==> config.mk <==
export PLATFORM = sky130hd
export DESIGN_NAME = pa_fspu_wb_buf
export DESIGN_NICKNAME = d
export VERILOG_FILES = /design/src/rtl/pa_fspu_wb_buf_pkg.sv /design/src/rtl/pa_fspu_wb_fifo.sv /design/src/rtl/pa_fspu_wb_buf.sv
export SDC_FILE = /design/constraint.sdc
export NUM_CORES = 1
export LEC_CHECK = 0
export BUFFER_PORTS_ARGS = -buffer_cell sky130_fd_sc_hd__clkbuf_2
export CELL_PAD_IN_SITES_DETAIL_PLACEMENT = 0
export CELL_PAD_IN_SITES_GLOBAL_PLACEMENT = 1
export CORE_ASPECT_RATIO = 1.75
export CORE_MARGIN = 4
export CORE_UTILIZATION = 36
export CTS_BUF_LIST = sky130_fd_sc_hd__clkbuf_16
export CTS_CLUSTER_DIAMETER = 60
export CTS_CLUSTER_SIZE = 10
export DETAILED_ROUTE_END_ITERATION = 10
export PLACE_DENSITY_LB_ADDON = 0.1
export REMOVE_ABC_BUFFERS = 1
export SLEW_MARGIN = 20
export SYNTH_ARGS = -nofsm -noshare
export SYNTH_HDL_FRONTEND = slang
export SYNTH_SLANG_ARGS = --single-unit
==> constraint.sdc <==
create_clock -name forever_cpuclk -period 3.2 [get_ports forever_cpuclk]
set_input_delay 0.16 -clock forever_cpuclk [delete_from_list [all_inputs] [get_ports forever_cpuclk]]
set_output_delay 0.16 -clock forever_cpuclk [all_outputs]
set_load 0.1 [all_outputs]
==> src/rtl/pa_fspu_wb_buf_pkg.sv <==
//------------------------------------------------------------------------------
// Module   : pa_fspu_wb_buf_pkg
// Brief    : Shared FPU write-back types, widths and buffer depth default.
// Revision : 1.0
//------------------------------------------------------------------------------
`default_nettype none

package pa_fspu_wb_buf_pkg;

    localparam int c_DATA_W   = 32;
    localparam int c_REG_W    = 5;
    localparam int c_ENTRY_W  = c_REG_W + c_DATA_W;
    localparam int c_WB_DEPTH = 2;

    typedef struct packed {
        logic [c_REG_W-1:0]  reg_idx;
        logic [c_DATA_W-1:0] data;
    } wb_entry_t;

    function automatic wb_entry_t mk_entry(input logic [c_DATA_W-1:0] data,
                                           input logic [c_REG_W-1:0]  reg_idx);
        wb_entry_t e;
        e.reg_idx = reg_idx;
        e.data    = data;
        return e;
    endfunction

endpackage

`default_nettype wire

==> src/rtl/pa_fspu_wb_fifo.sv <==
//------------------------------------------------------------------------------
// Module   : pa_fspu_wb_fifo
// Brief    : Circular FIFO of integer write-back entries with flush.
// Revision : 1.0
//------------------------------------------------------------------------------
`default_nettype none

module pa_fspu_wb_fifo
    import pa_fspu_wb_buf_pkg::*;
#(
    parameter int DEPTH = c_WB_DEPTH
) (
    input  logic      clk,
    input  logic      rst,
    input  logic      i_push,
    input  logic      i_pop,
    input  logic      i_flush,
    input  wb_entry_t i_wr_entry,
    output wb_entry_t o_head,
    output logic      o_empty,
    output logic      o_full
);

    localparam int c_PTR_W = $clog2(DEPTH);
    localparam int c_CNT_W = $clog2(DEPTH + 1);

    wb_entry_t          r_mem_q [DEPTH];
    logic [c_PTR_W-1:0] r_wr_ptr_q, r_wr_ptr_d;
    logic [c_PTR_W-1:0] r_rd_ptr_q, r_rd_ptr_d;
    logic [c_CNT_W-1:0] r_count_q, r_count_d;
    logic               w_push_ok;
    logic               w_pop_ok;

    assign o_empty   = (r_count_q == '0);
    assign o_full    = (r_count_q == c_CNT_W'(DEPTH));
    assign o_head    = r_mem_q[r_rd_ptr_q];
    assign w_push_ok = i_push && !o_full && !i_flush;
    assign w_pop_ok  = i_pop && !o_empty && !i_flush;

    // DEPTH is a power of two, so the pointers wrap by natural overflow.
    always_comb begin
        r_wr_ptr_d = r_wr_ptr_q;
        r_rd_ptr_d = r_rd_ptr_q;
        r_count_d  = r_count_q;
        if (i_flush) begin
            r_wr_ptr_d = '0;
            r_rd_ptr_d = '0;
            r_count_d  = '0;
        end else begin
            if (w_push_ok) r_wr_ptr_d = r_wr_ptr_q + 1'b1;
            if (w_pop_ok)  r_rd_ptr_d = r_rd_ptr_q + 1'b1;
            case ({w_push_ok, w_pop_ok})
                2'b10:   r_count_d = r_count_q + 1'b1;
                2'b01:   r_count_d = r_count_q - 1'b1;
                default: r_count_d = r_count_q;
            endcase
        end
    end

    always_ff @(posedge clk) begin
        if (rst) begin
            r_wr_ptr_q <= '0;
            r_rd_ptr_q <= '0;
            r_count_q  <= '0;
            for (int i = 0; i < DEPTH; i++) begin
                r_mem_q[i] <= '0;
            end
        end else begin
            r_wr_ptr_q <= r_wr_ptr_d;
            r_rd_ptr_q <= r_rd_ptr_d;
            r_count_q  <= r_count_d;
            if (w_push_ok) begin
                r_mem_q[r_wr_ptr_q] <= i_wr_entry;
            end
        end
    end

endmodule

`default_nettype wire

==> src/rtl/pa_fspu_wb_buf.sv <==
//------------------------------------------------------------------------------
// Module   : pa_fspu_wb_buf
// Brief    : FSPU write-back buffer: integer results queued toward RTU,
//            float results registered straight to the FPR file.
//            Optional macro FSPU_WB_BYPASS_EN: empty-FIFO zero-latency bypass.
// Revision : 1.0
//------------------------------------------------------------------------------
`default_nettype none

module pa_fspu_wb_buf
    import pa_fspu_wb_buf_pkg::*;
#(
    parameter int DEPTH = c_WB_DEPTH
) (
    input  logic                forever_cpuclk,
    input  logic                cpurst,
    input  logic                fspu_ex1_rtu_wb_vld,
    input  logic [c_DATA_W-1:0] fspu_ex1_rtu_rst,
    input  logic                fspu_ex1_dp_wb_vld,
    input  logic [c_DATA_W-1:0] fspu_ex1_dp_special_result,
    input  logic [c_REG_W-1:0]  idu_fpu_ex1_dst_reg,
    input  logic                rtu_fspu_wb_grant,
    input  logic                rtu_yy_xx_flush,
    output logic                fspu_rtu_wb_vld,
    output logic [c_DATA_W-1:0] fspu_rtu_wb_data,
    output logic [c_REG_W-1:0]  fspu_rtu_wb_reg,
    output logic                fspu_fpr_wb_vld,
    output logic [c_DATA_W-1:0] fspu_fpr_wb_data,
    output logic [c_REG_W-1:0]  fspu_fpr_wb_reg,
    output logic                fspu_ctrl_full
);

    wb_entry_t w_ex1_entry;
    wb_entry_t w_head;
    logic      w_fifo_empty;
    logic      w_fifo_full;
    logic      w_push;
    logic      w_fifo_push;
    logic      w_pop;

    logic                r_fpr_vld_q,  r_fpr_vld_d;
    logic [c_DATA_W-1:0] r_fpr_data_q, r_fpr_data_d;
    logic [c_REG_W-1:0]  r_fpr_reg_q,  r_fpr_reg_d;

    assign w_ex1_entry = mk_entry(fspu_ex1_rtu_rst, idu_fpu_ex1_dst_reg);
    // A held EX1 result is re-presented by the controller, so full drops it.
    assign w_push      = fspu_ex1_rtu_wb_vld && !w_fifo_full && !rtu_yy_xx_flush;
    assign w_pop       = !w_fifo_empty && rtu_fspu_wb_grant;

`ifdef FSPU_WB_BYPASS_EN
    logic w_bypass;
    assign w_bypass         = w_fifo_empty && w_push && rtu_fspu_wb_grant;
    assign w_fifo_push      = w_push && !w_bypass;
    assign fspu_rtu_wb_vld  = !w_fifo_empty || w_bypass;
    assign fspu_rtu_wb_data = w_bypass ? w_ex1_entry.data    : w_head.data;
    assign fspu_rtu_wb_reg  = w_bypass ? w_ex1_entry.reg_idx : w_head.reg_idx;
`else
    assign w_fifo_push      = w_push;
    assign fspu_rtu_wb_vld  = !w_fifo_empty;
    assign fspu_rtu_wb_data = w_head.data;
    assign fspu_rtu_wb_reg  = w_head.reg_idx;
`endif

    assign fspu_ctrl_full = w_fifo_full;

    pa_fspu_wb_fifo #(
        .DEPTH (DEPTH)
    ) u_fifo (
        .clk        (forever_cpuclk),
        .rst        (cpurst),
        .i_push     (w_fifo_push),
        .i_pop      (w_pop),
        .i_flush    (rtu_yy_xx_flush),
        .i_wr_entry (w_ex1_entry),
        .o_head     (w_head),
        .o_empty    (w_fifo_empty),
        .o_full     (w_fifo_full)
    );

    // Flush only kills the valid; the data/reg capture is harmless.
    always_comb begin
        r_fpr_vld_d  = fspu_ex1_dp_wb_vld && !rtu_yy_xx_flush;
        r_fpr_data_d = r_fpr_data_q;
        r_fpr_reg_d  = r_fpr_reg_q;
        if (fspu_ex1_dp_wb_vld) begin
            r_fpr_data_d = fspu_ex1_dp_special_result;
            r_fpr_reg_d  = idu_fpu_ex1_dst_reg;
        end
    end

    always_ff @(posedge forever_cpuclk) begin
        if (cpurst) begin
            r_fpr_vld_q  <= 1'b0;
            r_fpr_data_q <= '0;
            r_fpr_reg_q  <= '0;
        end else begin
            r_fpr_vld_q  <= r_fpr_vld_d;
            r_fpr_data_q <= r_fpr_data_d;
            r_fpr_reg_q  <= r_fpr_reg_d;
        end
    end

    assign fspu_fpr_wb_vld  = r_fpr_vld_q;
    assign fspu_fpr_wb_data = r_fpr_data_q;
    assign fspu_fpr_wb_reg  = r_fpr_reg_q;

endmodule

`default_nettype wire

==> key figures <==
Run status
  • Status: finished, final reports clean

Floorplanning
  • Row cnt: 55
  • IO Count: 152
  • Core Region: 0.0129 mm2
  • Die W: 94.9 um
  • Die footprint: 0.0152 mm2
  • DIE HEIGHT: 160 um
  • Starting Density: 36.8%

Clock tree
  • Max Root-Sink Buffers: 2
  • CTS tree: yes
  • Clk slew on worst S/H paths: 0.05 ns
  • Clk sink count: 117
  • Hold buffer count at CTS: 28
  • Clk_lat worst skew: 0.40 ns
  • Root Driver: clkbuf_16
  • H-tree levels: 4
  • CTS Buf Count: 17
  • Post-cts resize count: 0
  • Post-CTS Setup Inserts: 0

STA
  • Worst slew pin tran: 0.689 ns
  • Final worst-path cycle share: 71.0%
  • Pins over their slew limit: 0
  • F_max: 440 MHz
  • Final min period: 2.27 ns
  • Setup violators final: 0
  • Layout Skew: 0.00653 ns
  • Rel. slew slack: 54.1%
  • RSZ-0062 raised after global routing: no
  • Final Hold Vio Count: 0

Finish
  • Layout cells sized above 1: 42.6%
  • Commonest non-fill, non-tap cells in the layout: clkbuf_2 (151), and2_1 (74), edfxtp_1 (74)
  • Max FFs per register: 74
  • Most common cell after layout, fill and taps aside: clkbuf_2
  • Finished Layout Cells: 718
  • Layout net count: 610
  • Area delta synth->final: 38.6%
  • Final Cell Area: 0.00660 mm2
  • Fillers: 1181
  • # diodes: 0

Power
  • Power Dens Cells: 665 mW/mm2
  • Pleak: 2.95 nW
  • Final total power: 4.39 mW
  • IR drop worst, VDD: 0.368 mV

Synth
  • Simple-Gate Fraction of Synth Area: 14.7%
  • Cell area after synthesis: 0.00476 mm2
  • Synth warn: 0
  • Post-synth EDFFs: 74
  • #FFs+latches synth: 117
  • Largest family of logic cells by synthesized area: multiplexers
  • XOR/XNOR Fraction of Synth Area: 0.552%
  • Post-synthesis cell type count: 25
  • Mapped Avg Cell Area: 13.6 um2
  • Synth Area in Adders: 0.263%
  • Mux cell area share after synthesis: 16.5%
  • Sequential fraction of the synthesis area: 64.8%
  • Asr flop ratio synth: 0%
  • Synthesized instance count: 349
  • Synth Flop Type: edfxtp_1
  • Compound-Gate Fraction of Synth Area: 0.684%

Placement
  • Placed cells: 658
  • HPWL after DPL: 7.18 mm
  • Placer Congestion: 0.715
  • Port Buffers: 151
  • Placed cell area: 0.00571 mm2

Drt
  • Routed Antenna Nets: 0
  • Post-DR vias/cell: 4.45
  • First DRT Iteration DRCs: 78
  • DRT Wirelength: 10.5 mm
  • Initial DRT Pass Iterations: 4
  • Avg WL per Cell: 14.6 um
  • Vias: 3192
  • DRC errors left: 0

Critical path
  • Startpoint Class: register
  • Crit. End Element: primary output
  • Critical path peak fanout: 21
  • Critical path type: register to primary output
  • Worst Path Arrival: 2.11 ns
  • WP data required: 3.04 ns

Global routing
  • Largest net degree at the start of global routing: 40
  • Remaining Overflow, GRT: 0
  • GR Util All Layers: 14.5%
  • First-pass GRT wire length: 16.8 mm
  • Initial antenna violation count: 0
  • Vias in the first global route: 3463

Min path
  • Hold/Removal Path Class: input pin to register

Flow run
  • Max Cap Viol: 0
==> worst max-delay path, stage by stage (launching register included) <==
cell	delay [ns]
dfxtp_2	0.59
buf_4	0.36
mux2_2	0.38
clkbuf_2	0.37
==> stage by stage <==
stage                     setup TNS [ns]  hold slack [ns]  worst slack (ns)  util, %
after floorplan                    -2.32            0.232           -0.0628        -
after global placement                 0            0.395              1.28     44.1
after detailed placement               0            0.405              1.26     44.1
after CTS                              0        0.0000764             0.853     51.0
after global routing                   0           0.0317             0.790     51.0
final                                  0           0.0154             0.929     51.0
==> worst paths after layout <==
| path | slack (ns) | startpoint | cells after the start | endpoint |
|---|---|---|---|---|
| setup / recovery | 0.93 | register | 3 | fspu_rtu_wb_data[4] |
| hold reg to reg | 0.49 | fspu_fpr_wb_reg[3] | 2 | fspu_fpr_wb_reg[3] |
| hold / removal | 0.02 | fspu_ex1_dp_special_result[30] | 3 | fspu_fpr_wb_data[30] |
| setup reg to reg | 1.29 | u_fifo.r_count_q[0] | 4 | u_fifo.r_mem_q[0][28] |
==> where the power goes <==
| group | internal (mW) | switching (mW) |
|---|---|---|
| registers | 1.69 | 0.0288 |
| clock network | 1.23 | 0.686 |
| logic | 0.165 | 0.591 |
==> metal layers <==
| metal | vias up | wire length [um] | GRT usage (%) |
|---|---|---|---|
| met5 | - | 0 | 0 |
| met2 | 118 | 5620 | 26.0 |
| li1 | 1577 | - | - |
| met1 | 1489 | 3890 | 15.1 |
| met3 | 8 | 870 | 5.23 |
| met4 | 0 | 128 | 5.72 |
==> cells by family (layout without fill, tap and decap cells) <==
logic type	Yosys count	in the layout
multiplexers	74	74
AND/OR/NAND/NOR	125	125
buffers and inverters	23	221
flip-flops	117	117
AO/OA/AOI/OAI	6	6
adder cells (fa/ha/maj)	1	1
XOR/XNOR	3	3
==> final cells by class <==
cell class / instances / area, um2 / share of cell area, %
multi-input cells: 209 / 1580 / 23.9
well taps: 171 / 214 / 3.24
repair buffers: 186 / 1100 / 16.7
flip-flops and latches: 117 / 3080 / 46.8
inverters: 3 / 11.3 / 0.171
clock inverters: 15 / 180 / 2.73
clock buffers: 17 / 425 / 6.45
==> synth_stat cells, drive strengths merged (2+ instances only) <==
| cell | number | area [um2] |
|---|---|---|
| nor2 | 42 | 158 |
| clkbuf | 8 | 33.8 |
| or3 | 3 | 18.8 |
| dfxtp | 43 | 861 |
| mux2 | 37 | 417 |
| buf | 12 | 70.1 |
| mux2i | 37 | 370 |
| and2 | 74 | 463 |
| inv | 3 | 11.3 |
| edfxtp | 74 | 2220 |
| o21ai | 3 | 15.0 |
| nor4 | 2 | 33.8 |
| a21oi | 2 | 10.0 |
| or2 | 3 | 18.8 |
| xor2 | 2 | 17.5 |
No activity file was read; power rests on OpenSTA's default activity.
